==> src/rtl/alu_flags_unit.sv <==
// Flag register, carry feedback, branch-condition evaluation and a small flag LIFO
// sitting between the ALU, the CPU data bus and the microsequencer.
module alu_flags_unit #(
    parameter int p_data_width  = 16,
    parameter int p_flags_width = 5,
    parameter int p_stack_depth = 4
) (
    input  logic                     i_w_clk,
    input  logic                     i_w_rst,
    input  logic [p_flags_width-1:0] i_w_flags,
    input  logic                     i_w_flags_we,
    input  logic [p_flags_width-1:0] i_w_flags_mask,
    input  logic [1:0]               i_w_cmd,
    input  logic                     i_w_use_carry,
    input  logic [p_data_width-1:0]  i_w_bus,
    input  logic                     i_w_bus_ld,
    input  logic                     i_w_bus_oe,
    input  logic                     i_w_push,
    input  logic                     i_w_pop,
    input  logic                     i_w_err_clr,
    input  logic [3:0]               i_w_cond,
    output logic [p_flags_width-1:0] o_w_flags,
    output logic                     o_w_carry,
    output logic                     o_w_cond_true,
    output logic [p_data_width-1:0]  o_w_bus,
    output logic                     o_w_stack_full,
    output logic                     o_w_stack_empty,
    output logic                     o_r_stack_err
);

    localparam int CNT_W = $clog2(p_stack_depth + 1);
    localparam int IDX_W = $clog2(p_stack_depth);

    localparam logic [1:0] CMD_NONE = 2'd0;
    localparam logic [1:0] CMD_CLC  = 2'd1;
    localparam logic [1:0] CMD_STC  = 2'd2;
    localparam logic [1:0] CMD_CMC  = 2'd3;

    logic [p_flags_width-1:0] flags_q, flags_d;
    logic [CNT_W-1:0]         cnt_q, cnt_d;
    logic                     err_q, err_d;
    logic [p_flags_width-1:0] stack_q [p_stack_depth];

    logic             full, empty;
    logic             push_ok, pop_ok, push_err, pop_err;
    logic [IDX_W-1:0] wr_idx, rd_idx;
    logic             unused_bus_hi;

    assign full  = (cnt_q == CNT_W'(p_stack_depth));
    assign empty = (cnt_q == '0);

    // Simultaneous push and pop cancel each other: no transfer and no error.
    assign push_ok  = i_w_push & ~i_w_pop & ~full;
    assign pop_ok   = i_w_pop & ~i_w_push & ~empty;
    assign push_err = i_w_push & ~i_w_pop & full;
    assign pop_err  = i_w_pop & ~i_w_push & empty;

    assign wr_idx = IDX_W'(cnt_q);
    assign rd_idx = IDX_W'(cnt_q - CNT_W'(1));

    assign unused_bus_hi = ^(i_w_bus >> p_flags_width);

    always_comb begin
        flags_d = flags_q;
        if (pop_ok) begin
            flags_d = stack_q[rd_idx];
        end else if (i_w_bus_ld) begin
            flags_d = i_w_bus[p_flags_width-1:0];
        end else if (i_w_flags_we) begin
            flags_d = (flags_q & ~i_w_flags_mask) | (i_w_flags & i_w_flags_mask);
        end else begin
            unique case (i_w_cmd)
                CMD_CLC:  flags_d[0] = 1'b0;
                CMD_STC:  flags_d[0] = 1'b1;
                CMD_CMC:  flags_d[0] = ~flags_q[0];
                CMD_NONE: flags_d    = flags_q;
                default:  flags_d    = flags_q;
            endcase
        end
    end

    always_comb begin
        cnt_d = cnt_q;
        if (push_ok) begin
            cnt_d = cnt_q + CNT_W'(1);
        end else if (pop_ok) begin
            cnt_d = cnt_q - CNT_W'(1);
        end
    end

    // A fresh error on the clear cycle keeps the sticky bit set.
    always_comb begin
        err_d = (err_q & ~i_w_err_clr) | push_err | pop_err;
    end

    always_ff @(posedge i_w_clk or posedge i_w_rst) begin
        if (i_w_rst) begin
            flags_q <= '0;
            cnt_q   <= '0;
            err_q   <= 1'b0;
        end else begin
            flags_q <= flags_d;
            cnt_q   <= cnt_d;
            err_q   <= err_d;
        end
    end

    // LIFO storage needs no reset; the count alone defines which entries are valid.
    always_ff @(posedge i_w_clk) begin
        if (push_ok) begin
            stack_q[wr_idx] <= flags_q;
        end
    end

    logic f_p, f_s, f_z, f_o, f_c, s_xor_o;
    assign f_p     = flags_q[4];
    assign f_s     = flags_q[3];
    assign f_z     = flags_q[2];
    assign f_o     = flags_q[1];
    assign f_c     = flags_q[0];
    assign s_xor_o = f_s ^ f_o;

    always_comb begin
        o_w_cond_true = 1'b0;
        unique case (i_w_cond)
            4'h0: o_w_cond_true = f_o;
            4'h1: o_w_cond_true = ~f_o;
            4'h2: o_w_cond_true = f_c;
            4'h3: o_w_cond_true = ~f_c;
            4'h4: o_w_cond_true = f_z;
            4'h5: o_w_cond_true = ~f_z;
            4'h6: o_w_cond_true = f_c | f_z;
            4'h7: o_w_cond_true = ~(f_c | f_z);
            4'h8: o_w_cond_true = f_s;
            4'h9: o_w_cond_true = ~f_s;
            4'hA: o_w_cond_true = f_p;
            4'hB: o_w_cond_true = ~f_p;
            4'hC: o_w_cond_true = s_xor_o;
            4'hD: o_w_cond_true = ~s_xor_o;
            4'hE: o_w_cond_true = f_z | s_xor_o;
            4'hF: o_w_cond_true = ~(f_z | s_xor_o);
            default: o_w_cond_true = 1'b0;
        endcase
    end

    assign o_w_flags       = flags_q;
    assign o_w_carry       = f_c & i_w_use_carry;
    assign o_w_bus         = i_w_bus_oe ? p_data_width'(flags_q) : '0;
    assign o_w_stack_full  = full;
    assign o_w_stack_empty = empty;
    assign o_r_stack_err   = err_q;

endmodule

==> config.mk <==
export PLATFORM = sky130hd
export DESIGN_NAME = alu_flags_unit
export DESIGN_NICKNAME = d
export VERILOG_FILES = /design/src/rtl/alu_flags_unit.sv
export SDC_FILE = /design/constraint.sdc
export NUM_CORES = 1
export LEC_CHECK = 0
export CORE_ASPECT_RATIO = 1.25
export CORE_MARGIN = 4
export CORE_UTILIZATION = 42
export CTS_CLUSTER_SIZE = 28
export DETAILED_ROUTE_END_ITERATION = 10
export HOLD_SLACK_MARGIN = 0.15
export MAX_ROUTING_LAYER = met4
export PLACE_DENSITY = 0.77
export RECOVER_POWER = 25
export SLEW_MARGIN = 20
export SYNTH_ARGS = -nofsm -noshare
export SYNTH_HDL_FRONTEND = slang
export SYNTH_SLANG_ARGS = --single-unit
==> constraint.sdc <==
create_clock -name i_w_clk -period 2.4 [get_ports i_w_clk]
set_clock_uncertainty 0.1 [all_clocks]
set_input_delay 0.24 -clock i_w_clk [delete_from_list [all_inputs] [get_ports i_w_clk]]
set_output_delay 0.24 -clock i_w_clk [all_outputs]
set_load 0.02 [all_outputs]
==> results.cfg, run 1 <==
[run_status]
run_status = complete, no violations

[worst_setup_path]
crit_path_max_incr_delay_ps = 520
reg2reg_to = stack_q[3][4]
setup.worst_path.class = in -> out
r2r_slack_ps = 530
worst-r2r-cell-count = 5
crit_required_ps = 2060
arrival_ps = 1900
critical-path-slowest-cell = mux4_2
regToRegStartpoint = cnt_q[1]
worstSetupStartpointType = input pin
worst_setup_path_end_kind = output pin
cp_max_fo = 2
cp_cell_sequence = clkdlybuf4s50_1 -> mux4_2 -> nor2_2 -> a41oi_2 -> xor2_1 -> dlygate4sd2_1

[cells_and_area]
final-instance-count-excl-fill = 217
drive_gt1_share_pct = 14.04
area_delta_synth_final_pct = 37.78
final-seq-area_um2 = 825.8
insertedDiodeCount = 0
num-nets-final = 223
fillCellCount = 311
multi_input_comb_area_um2 = 646.9

[die]
floorplan.die.width_um = 62.45
die_height_um = 76.06
io_pins = 67
fp.coreArea_mm2 = 0.003543
placement_rows = 24
effective_utilization_at_floorplan_pct = 43.93
die_area_mm2 = 0.004750

[synth]
synth_enable_flop_cells = 20
synth_largest_area_cell = edfxtp_1
synthCells = 124
synth.yosys.seq_area_share_pct = 53.05
synthesis.yosys.warnings = 0
synth_seq_cells = 29
synth-async-reset-ratio_pct = 31.03
top_cell_type_s_share_of_synthesized_area_pct = 38.59
syn_avg_cell_area_um2 = 12.55
post_synth_main_area_contributors = edfxtp_1 (39%), dfrtp_1 (14%), mux4_2 (8.7%), buf_4 (5.3%), and2_1 (4.0%)
yosys-top-cells-count = edfxtp_1 (20), buf_4 (11), and2_1 (10)
syn_area_mm2 = 0.001556
ys_dominant_reg_cell = edfxtp_1
yosysMostFrequentCell = edfxtp_1
post_synth_num_cell_types = 27

[clock_tree]
tritoncts_clock_tree = built
numClockSinks = 29
cts-buffers-inserted = 5
cts_hold_buf = 0
cts.repair_timing.setup_buffer_count = 0
clock_insertion_delay_at_the_later_pin_of_the_skew_report_ps = 280
clk_pin_slew_worst_setup_hold_paths_ps = 70
cts.path.max_buffers = 2
cts.root.buffer_cell = clkbuf_8
cts.repair.resized = 1
htreeDepth = 2

[worst_hold_path]
min-delay-path-class = in -> async

[timing]
unrepaired_setup_endpoints_after_global_routing = false
final.setup.worst_slack_ps = 160.9
final-max-slew-violation-count = 0
clock_period_minus_worst_slack_ps = 2239
slew_headroom_pct = 63.67
finalSetupViolCount = 0
hold_viol = 0
worst_pin_slew_ps = 542.9
clock.fmax_mhz = 446.6
post-route-period-util_pct = 93.30

[grt]
grt_util_all_layers_pct = 16.47
vias_in_the_first_global_route = 1206
wire_length_of_the_first_global_routing_pass_um = 5920
initial_antenna_violation_count = 0
grt_max_degree = 12
gr-total-overflow = 0

[drt]
drt.antenna.violating_nets = 0
vias_per_cell = 5.023
routed-via-count = 1090
post_drt_wl_per_cell_um = 16.37
postRouteWirelength_um = 3553
detail_route.iter0.violations = 43
drtPass1Iterations = 2
dr_drc_count = 0

[power]
leakagePower_nw = 0.8493
worst_ir_drop_vdd_v = 0.0006159
power.density_cell_area_mw_per_mm2 = 1039

[place]
post-dp-hpwl_um = 2755
gp_routability_congestion = 0.7450
dp.cells = 209
post_place_setup_slack_ps = -112.0
buffer_ports.inserted = 44

[job]
max_cap_viol_count = 0
-- through the flow --
stage	util, %	power (W)	instance area (um2)	hold WS [ps]	TNS [ps]
floorplan	-	0.001350	1594	-32.08	0
global placement	57.49	0.001703	2037	413.7	-110.3
detailed placement	57.49	0.001738	2037	428.6	-112.0
CTS	60.73	0.002261	2152	152.9	0
global route	60.52	0.002364	2145	309.5	0
finish	60.52	0.002228	2145	267.9	0
-- report_power, final --
group	switching, W	internal, W	total (W)	leakage, nW
clock	0.000183	0.000338	0.000522	0.0585
sequential	0.0000600	0.000677	0.000737	0.286
combinational	0.000498	0.000472	0.000970	0.505
total	0.000742	0.00149	0.00223	0.849
-- flip-flops by register name (all words and copies together) (netlist names), named ones only --
name           flops
cnt_q              3
o_w_flags          4
o_r_stack_err      1
stack_q           20
-- layout make-up --
type	count	area share [%]
Sequential cell	29	38.51
Multi-Input combinational cell	84	30.16
Timing Repair Buffer	51	22.58
Clock buffer	7	4.026
Tap cell	39	2.275
Clock inverter	1	1.400
Inverter	6	1.050
-- critical path, delay by kind of cell --
family | cells | cell delay, ps
buffers and inverters | 2 | 850
muxes | 1 | 520
xor gates and xnor gates | 1 | 140
and+or+nand+nor | 1 | 110
AOI/OAI and AO/OA | 1 | 40
-- routing by layer --
layer,part of all wire (%),vias up,global-route usage [%]
met5,0,-,-
met1,43,531,20.53
li1,-,516,-
met2,52,39,27.11
met4,0.48,0,3.311
met3,4.7,4,4.277
-- layout by cell type, fill, tap and decap left out, drive strengths merged --
cell type	synthesis	final
nor3	1	1
mux2i	6	6
clkbuf	3	9
inv	6	6
dlygate4sd3	0	1
clkdlybuf4s50	0	42
nor2	10	10
nand2b	4	4
edfxtp	20	20
buf	12	5
a21oi	6	6
o211ai	1	1
xnor2	2	2
conb	1	11
dlygate4sd2	0	1
and2	10	10
a22oi	1	1
dfrtp	9	9
mux4	6	6
o21ai	2	2
nand2	7	7
mux2	4	4
a211o	2	2
xor2	2	2
nor2b	2	2
a41oi	1	1
ha	5	5
nand3	1	1
bufinv	0	1
-- cells by family after synthesis --
| logic type | Yosys count | share of synthesized area, % |
|---|---|---|
| AND/OR/NAND/NOR | 35 | 11.49 |
| flip-flops | 29 | 53.06 |
| buffers and inverters | 21 | 7.797 |
| multiplexers | 16 | 15.43 |
| AO/OA/AOI/OAI | 13 | 5.708 |
| adder cells (fa/ha/maj) | 5 | 4.019 |
| XOR/XNOR | 4 | 2.251 |
| other | 1 | 0.2409 |
-- worst max path at each step --
| stage | start | to |
|---|---|---|
| global route | i_w_cond[3] | o_w_cond_true |
| finish | i_w_cond[3] | o_w_cond_true |
| CTS | i_w_cond[3] | o_w_cond_true |
| floorplan | cnt_q[0] | stack_q[1][0] |
| detailed placement | i_w_cond[3] | o_w_cond_true |
| global placement | i_w_cond[3] | o_w_cond_true |
Note: power is estimated with default switching activity, not from simulation.
==> inputs of run 2 (changes only) <==
Settings changed: GPL_TIMING_DRIVEN set to 0.
==> run 2 against run 1 <==
Against the previous run:
- clock power decreased by 30%
- routed wire length decreased by 2.5%
- combinational power decreased by 9.3%
- maximum frequency decreased by 1.3%
- cell area increased by 0.70%
- critical path type unchanged
==> results.cfg, run 2 (synthesized netlist as in run 1, its figures left out) <==
[grt]
groute.layer.met2.usage_pct = 26.89
initial_antenna_violation_count = 0
met3_track_demand_over_resource_in_global_routing_pct = 5.162
grt_util_all_layers_pct = 16.00
wire_length_of_the_first_global_routing_pass_um = 5727
vias_in_the_first_global_route = 1188
met1_resource_use_gr_pct = 18.18
grt.busiest_layer = met2
grt_max_degree = 13
gr-total-overflow = 0

[timing]
finalSetupViolCount = 0
clock.fmax_mhz = 440.8
final-max-slew-violation-count = 0
whs_ps = 278.7
clock_period_minus_worst_slack_ps = 2269
unrepaired_setup_endpoints_after_global_routing = false
slew_headroom_pct = 65.73
post-route-period-util_pct = 94.53
worst_pin_slew_ps = 512.2
hold_viol = 0

[cells_and_area]
drive_gt1_share_pct = 16.22
insertedDiodeCount = 0
most_common_library_cell_in_the_layout_ignoring_fill_and_taps = clkdlybuf4s50_1
mostFrequentLayoutCells = clkdlybuf4s50_1 (39), edfxtp_1 (20), buf_4 (11), conb_1 (11), and2_1 (10)
final-instance-count-excl-fill = 224
num-nets-final = 230
area_delta_synth_final_pct = 38.75
regMostFlops = stack_q
largest_register_ff_count = 20
design_area_mm2 = 0.002160

[die]
die_area_mm2 = 0.004750
effective_utilization_at_floorplan_pct = 43.93
die_height_um = 76.06
fp.coreArea_mm2 = 0.003543
io_pins = 67
placement_rows = 24
floorplan.die.width_um = 62.45

[worst_setup_path]
worst-r2r-cell-count = 7
crit_required_ps = 2060
crit_path_max_incr_delay_ps = 530
cp.depth = 6
r2r_slack_ps = 280
reg2reg_to = o_w_flags[3]
kind_of_cell_adding_the_most_delay_to_the_critical_path = buffers and inverters
critical-path-slowest-cell = clkdlybuf4s50_1
timing.critical_path.buf_inv = 2
setup.worst_path.start = i_w_cond[3]
worstSetupStartpointType = input pin
regToRegStartpoint = cnt_q[0]
worst_setup_path_end_kind = output pin
timing_endpoint_of_the_critical_path = o_w_cond_true
arrival_ps = 1930
cp_max_fo = 3
setup.worst_path.class = in -> out
cp_cell_sequence = clkdlybuf4s50_1 -> mux4_2 -> nor2_2 -> a41oi_2 -> xor2_1 -> dlygate4sd2_1

[clock_tree]
clock_insertion_delay_at_the_later_pin_of_the_skew_report_ps = 270
cts_hold_buf = 0
cts-buffers-inserted = 5
tritoncts_clock_tree = built
htreeDepth = 2
cts.path.max_buffers = 2
cts.root.buffer_cell = clkbuf_8
numClockSinks = 29
clk_pin_slew_worst_setup_hold_paths_ps = 60

[drt]
dr_drc_count = 0
post_drt_wl_per_cell_um = 15.46
routed-via-count = 1106
drt.antenna.violating_nets = 0
detail_route.iter0.violations = 40
postRouteWirelength_um = 3464
vias_per_cell = 4.938
drtPass1Iterations = 4

[place]
dpl-instance-area_mm2 = 0.002073
buffer_ports.inserted = 43
dp.cells = 216
gp_routability_congestion = 0.7355
post-dp-hpwl_um = 2705

[run_status]
run_status = complete, no violations

[power]
leakagePower_nw = 0.9011
power.density_cell_area_mw_per_mm2 = 944.2
worst_ir_drop_vdd_v = 0.0005546
design_power_total_w = 0.002039

[job]
max_cap_viol_count = 0

[worst_hold_path]
min-delay-path-class = in -> async
==> run 2: cell types whose count changed in the layout (fill, tap and decap cells not counted) <==
cell	previous run	this run
buf_4	5	11
bufinv_16	1	0
clkbuf_1	3	5
clkbuf_4	0	1
clkbuf_8	6	5
clkdlybuf4s50_1	42	39
clkinv_1	0	1
dlymetal6s2s_1	0	2
==> run 2: power by group <==
part / switching, W / internal, W / leakage, nW
clock network: 0.000164 / 0.000201 / 0.0399
logic: 0.000432 / 0.000449 / 0.575
registers: 0.000117 / 0.000677 / 0.286
==> run 2: worst min path at each step <==
| stage | to | slack, ps |
|---|---|---|
| after floorplan | asynchronous set/reset pin | -30 |
| after global placement | cnt_q[2] | 410 |
| after detailed placement | o_r_stack_err | 420 |
| after CTS | o_r_stack_err | 150 |
| after global routing | o_r_stack_err | 320 |
| final | o_r_stack_err | 280 |
==> run 2: timing repair <==
item | CTS | global route
resized for setup | 1 | 3
endpoints found under the setup margin | 1 | 2
hold endpoints to repair | 0 | 0
buffers inserted | 0 | 0
==> run 2: routing by layer <==
layer	vias to the layer above	share of wire, %
li1	531	-
met1	531	38
met2	38	55
met3	6	5.7
met4	0	0.98
met5	-	0
==> run 2: layout make-up <==
type,count,area [um2]
inverter,6,22.52
clock inverter,1,3.754
multi-input combinational,84,646.9
buffer,15,101.3
timing repair buffer,43,434.2
clock buffer,7,76.32
fill,297,1384
tap,39,48.80
sequential,29,825.8
==> run 2: worst register-to-register path, stage by stage, from the launching register on <==
cell and delay [ps]:
dfrtp_1 370, clkbuf_4 230, inv_1 100, ha_1 280
clkbuf_1 340, mux4_2 370, nor2_1 140, a21oi_1 60
==> run 2: stage by stage <==
step                setup slack (ps)  TNS [ps]  util, %
finish                         131.4         0    60.95
global route                   50.65         0    60.95
CTS                            54.42         0    60.73
detailed placement            -161.5    -161.5    58.51
global placement              -133.9    -133.9    58.51
floorplan                      417.3         0        -
==> inputs of run 3 (changes only) <==
Settings changed: RECOVER_POWER 25 to 50.
==> run 3 against run 2 <==
Against the previous run:
- clock-buffer cell count stayed put
- sequential cell count unchanged
- maximum frequency is essentially flat
- die area is the same
- via count decreased by 0.18%
- largest cell class unchanged
==> results.cfg, run 3 (synthesized netlist as in run 1, its figures left out) <==
[clock_tree]
clock_insertion_delay_at_the_later_pin_of_the_skew_report_ps = 270
cts_hold_buf = 0
clk_pin_slew_worst_setup_hold_paths_ps = 60
cts.path.max_buffers = 2
tritoncts_clock_tree = built
cts-buffers-inserted = 5
htreeDepth = 2
numClockSinks = 29
cts.root.buffer_cell = clkbuf_8
cts.repair_timing.setup_buffer_count = 0

[drt]
post_drt_wl_per_cell_um = 15.44
met3_length_um = 200
detailroute.wirelength.met2_um = 1893
dr_drc_count = 0
postRouteWirelength_um = 3459
routed-via-count = 1104
drt.antenna.violating_nets = 0
vias_per_cell = 4.929
detail_route.iter0.violations = 40
wl_met1_um = 1331
drtPass1Iterations = 5
top_layer = met4

[timing]
final-max-slew-violation-count = 0
finalSetupTns_ps = 0
clock.fmax_mhz = 440.6
hold_viol = 0
slew_headroom_pct = 65.68
unrepaired_setup_endpoints_after_global_routing = false
final.setup.worst_slack_ps = 130.4
finalSetupViolCount = 0
worst_pin_slew_ps = 512.9
post-route-period-util_pct = 94.57
clock_period_minus_worst_slack_ps = 2270

[grt]
wire_length_of_the_first_global_routing_pass_um = 5727
grt_max_degree = 13
initial_antenna_violation_count = 0
gr-total-overflow = 0
vias_in_the_first_global_route = 1188
grt_util_all_layers_pct = 16.00

[worst_setup_path]
kind_of_cell_adding_the_most_delay_to_the_critical_path = buffers and inverters
worstSetupStartpointType = input pin
reg2reg_to = o_w_flags[3]
r2r_slack_ps = 280
setup.worst_path.start = i_w_cond[3]
crit_required_ps = 2060
arrival_ps = 1930
cp_max_fo = 3
crit_path_max_incr_delay_ps = 530
critical-path-slowest-cell = clkdlybuf4s50_1
regToRegStartpoint = cnt_q[0]
setup.worst_path.class = in -> out
cp.depth = 6
worst_setup_path_end_kind = output pin
cp_cell_sequence = clkdlybuf4s50_1 -> mux4_2 -> nor2_2 -> a41oi_2 -> xor2_1 -> dlygate4sd2_1
timing.critical_path.buf_inv = 2
worst-r2r-cell-count = 7
timing_endpoint_of_the_critical_path = o_w_cond_true

[place]
gp_routability_congestion = 0.7355
post_place_setup_slack_ps = -161.5
post-dp-hpwl_um = 2705
buffer_ports.inserted = 43

[cells_and_area]
mostFrequentLayoutCells = clkdlybuf4s50_1 (33), edfxtp_1 (20), buf_4 (11), conb_1 (11), and2_1 (10)
regMostFlops = stack_q
largest_register_ff_count = 20
fillCellCount = 297
num-nets-final = 230
most_common_library_cell_in_the_layout_ignoring_fill_and_taps = clkdlybuf4s50_1
area_delta_synth_final_pct = 38.75
drive_gt1_share_pct = 16.22
insertedDiodeCount = 0

[die]
floorplan.die.width_um = 62.45
die_area_mm2 = 0.004750
fp.coreArea_mm2 = 0.003543
die_height_um = 76.06
io_pins = 67
effective_utilization_at_floorplan_pct = 43.93
placement_rows = 24

[power]
worst_ir_drop_vdd_v = 0.0005344
power.density_cell_area_mw_per_mm2 = 937.8
leakagePower_nw = 0.9037

[run_status]
run_status = complete, no violations

[job]
max_cap_viol_count = 0

[worst_hold_path]
min-delay-path-class = in -> async
run 3: cell count changes in the layout (fill, tap and decap cells not counted), sizes merged:
cell,change
clkdlybuf4s50,-6
dlygate4sd3,+6
run 3: power by group:
part / switching (W) / internal [W] / leakage [nW]
sequential: 0.000115 / 0.000677 / 0.286
combinational: 0.000433 / 0.000435 / 0.577
clock: 0.000164 / 0.000201 / 0.0399
run 3: worst min path at each step:
stage,startpoint,end,slack [ps],depth (start not counted)
finish,i_w_rst,o_r_stack_err,280,2
global route,i_w_rst,o_r_stack_err,320,2
CTS,i_w_rst,o_r_stack_err,150,2
detailed placement,o_r_stack_err,o_r_stack_err,420,2
global placement,cnt_q[2],cnt_q[2],410,1
floorplan,i_w_rst,asynchronous set/reset pin,-30,1
run 3: final cells by class:
class / count / area [um2] / area share, %
clock inverter: 1 / 3.754 / 0.1738
tap: 39 / 48.80 / 2.260
multi-input combinational: 84 / 646.9 / 29.95
timing repair buffer: 43 / 434.2 / 20.10
buffer: 15 / 101.3 / 4.693
clock buffer: 7 / 76.32 / 3.534
sequential: 29 / 825.8 / 38.24
inverter: 6 / 22.52 / 1.043
run 3: metrics by stage:
step           instance area [um2]  hold WS, ps  util [%]  cells  power (W)
2_1_floorplan                 1594       -32.08         -    134   0.001350
5_1_grt                       2160        318.2     60.95    224   0.002166
3_3_place_gp                  2073        414.2     58.51    216   0.001661
4_1_cts                       2152        153.6     60.73    224   0.002067
3_5_place_dp                  2073        423.4     58.51    216   0.001702
6_report                      2160        278.5     60.95    224   0.002025
run 3: what timing repair did:
item | 4_1_cts | 5_1_grt
endpoints found under the setup margin | 1 | 2
resized for setup | 1 | 3
pin swaps | 0 | 0
run 3: worst reg2reg max path, cell delays in order (launching register included):
cell,delay [ps]
dfrtp_1,370
clkbuf_4,230
inv_1,100
ha_1,280
clkbuf_1,350
mux4_2,370
nor2_1,140
a21oi_1,60
run 3: layer usage:
| layer | track usage (%) | vias to the layer above |
|---|---|---|
| li1 | - | 531 |
| met1 | 18.18 | 529 |
| met2 | 26.89 | 38 |
| met3 | 5.162 | 6 |
| met4 | 4.636 | 0 |
| met5 | - | - |
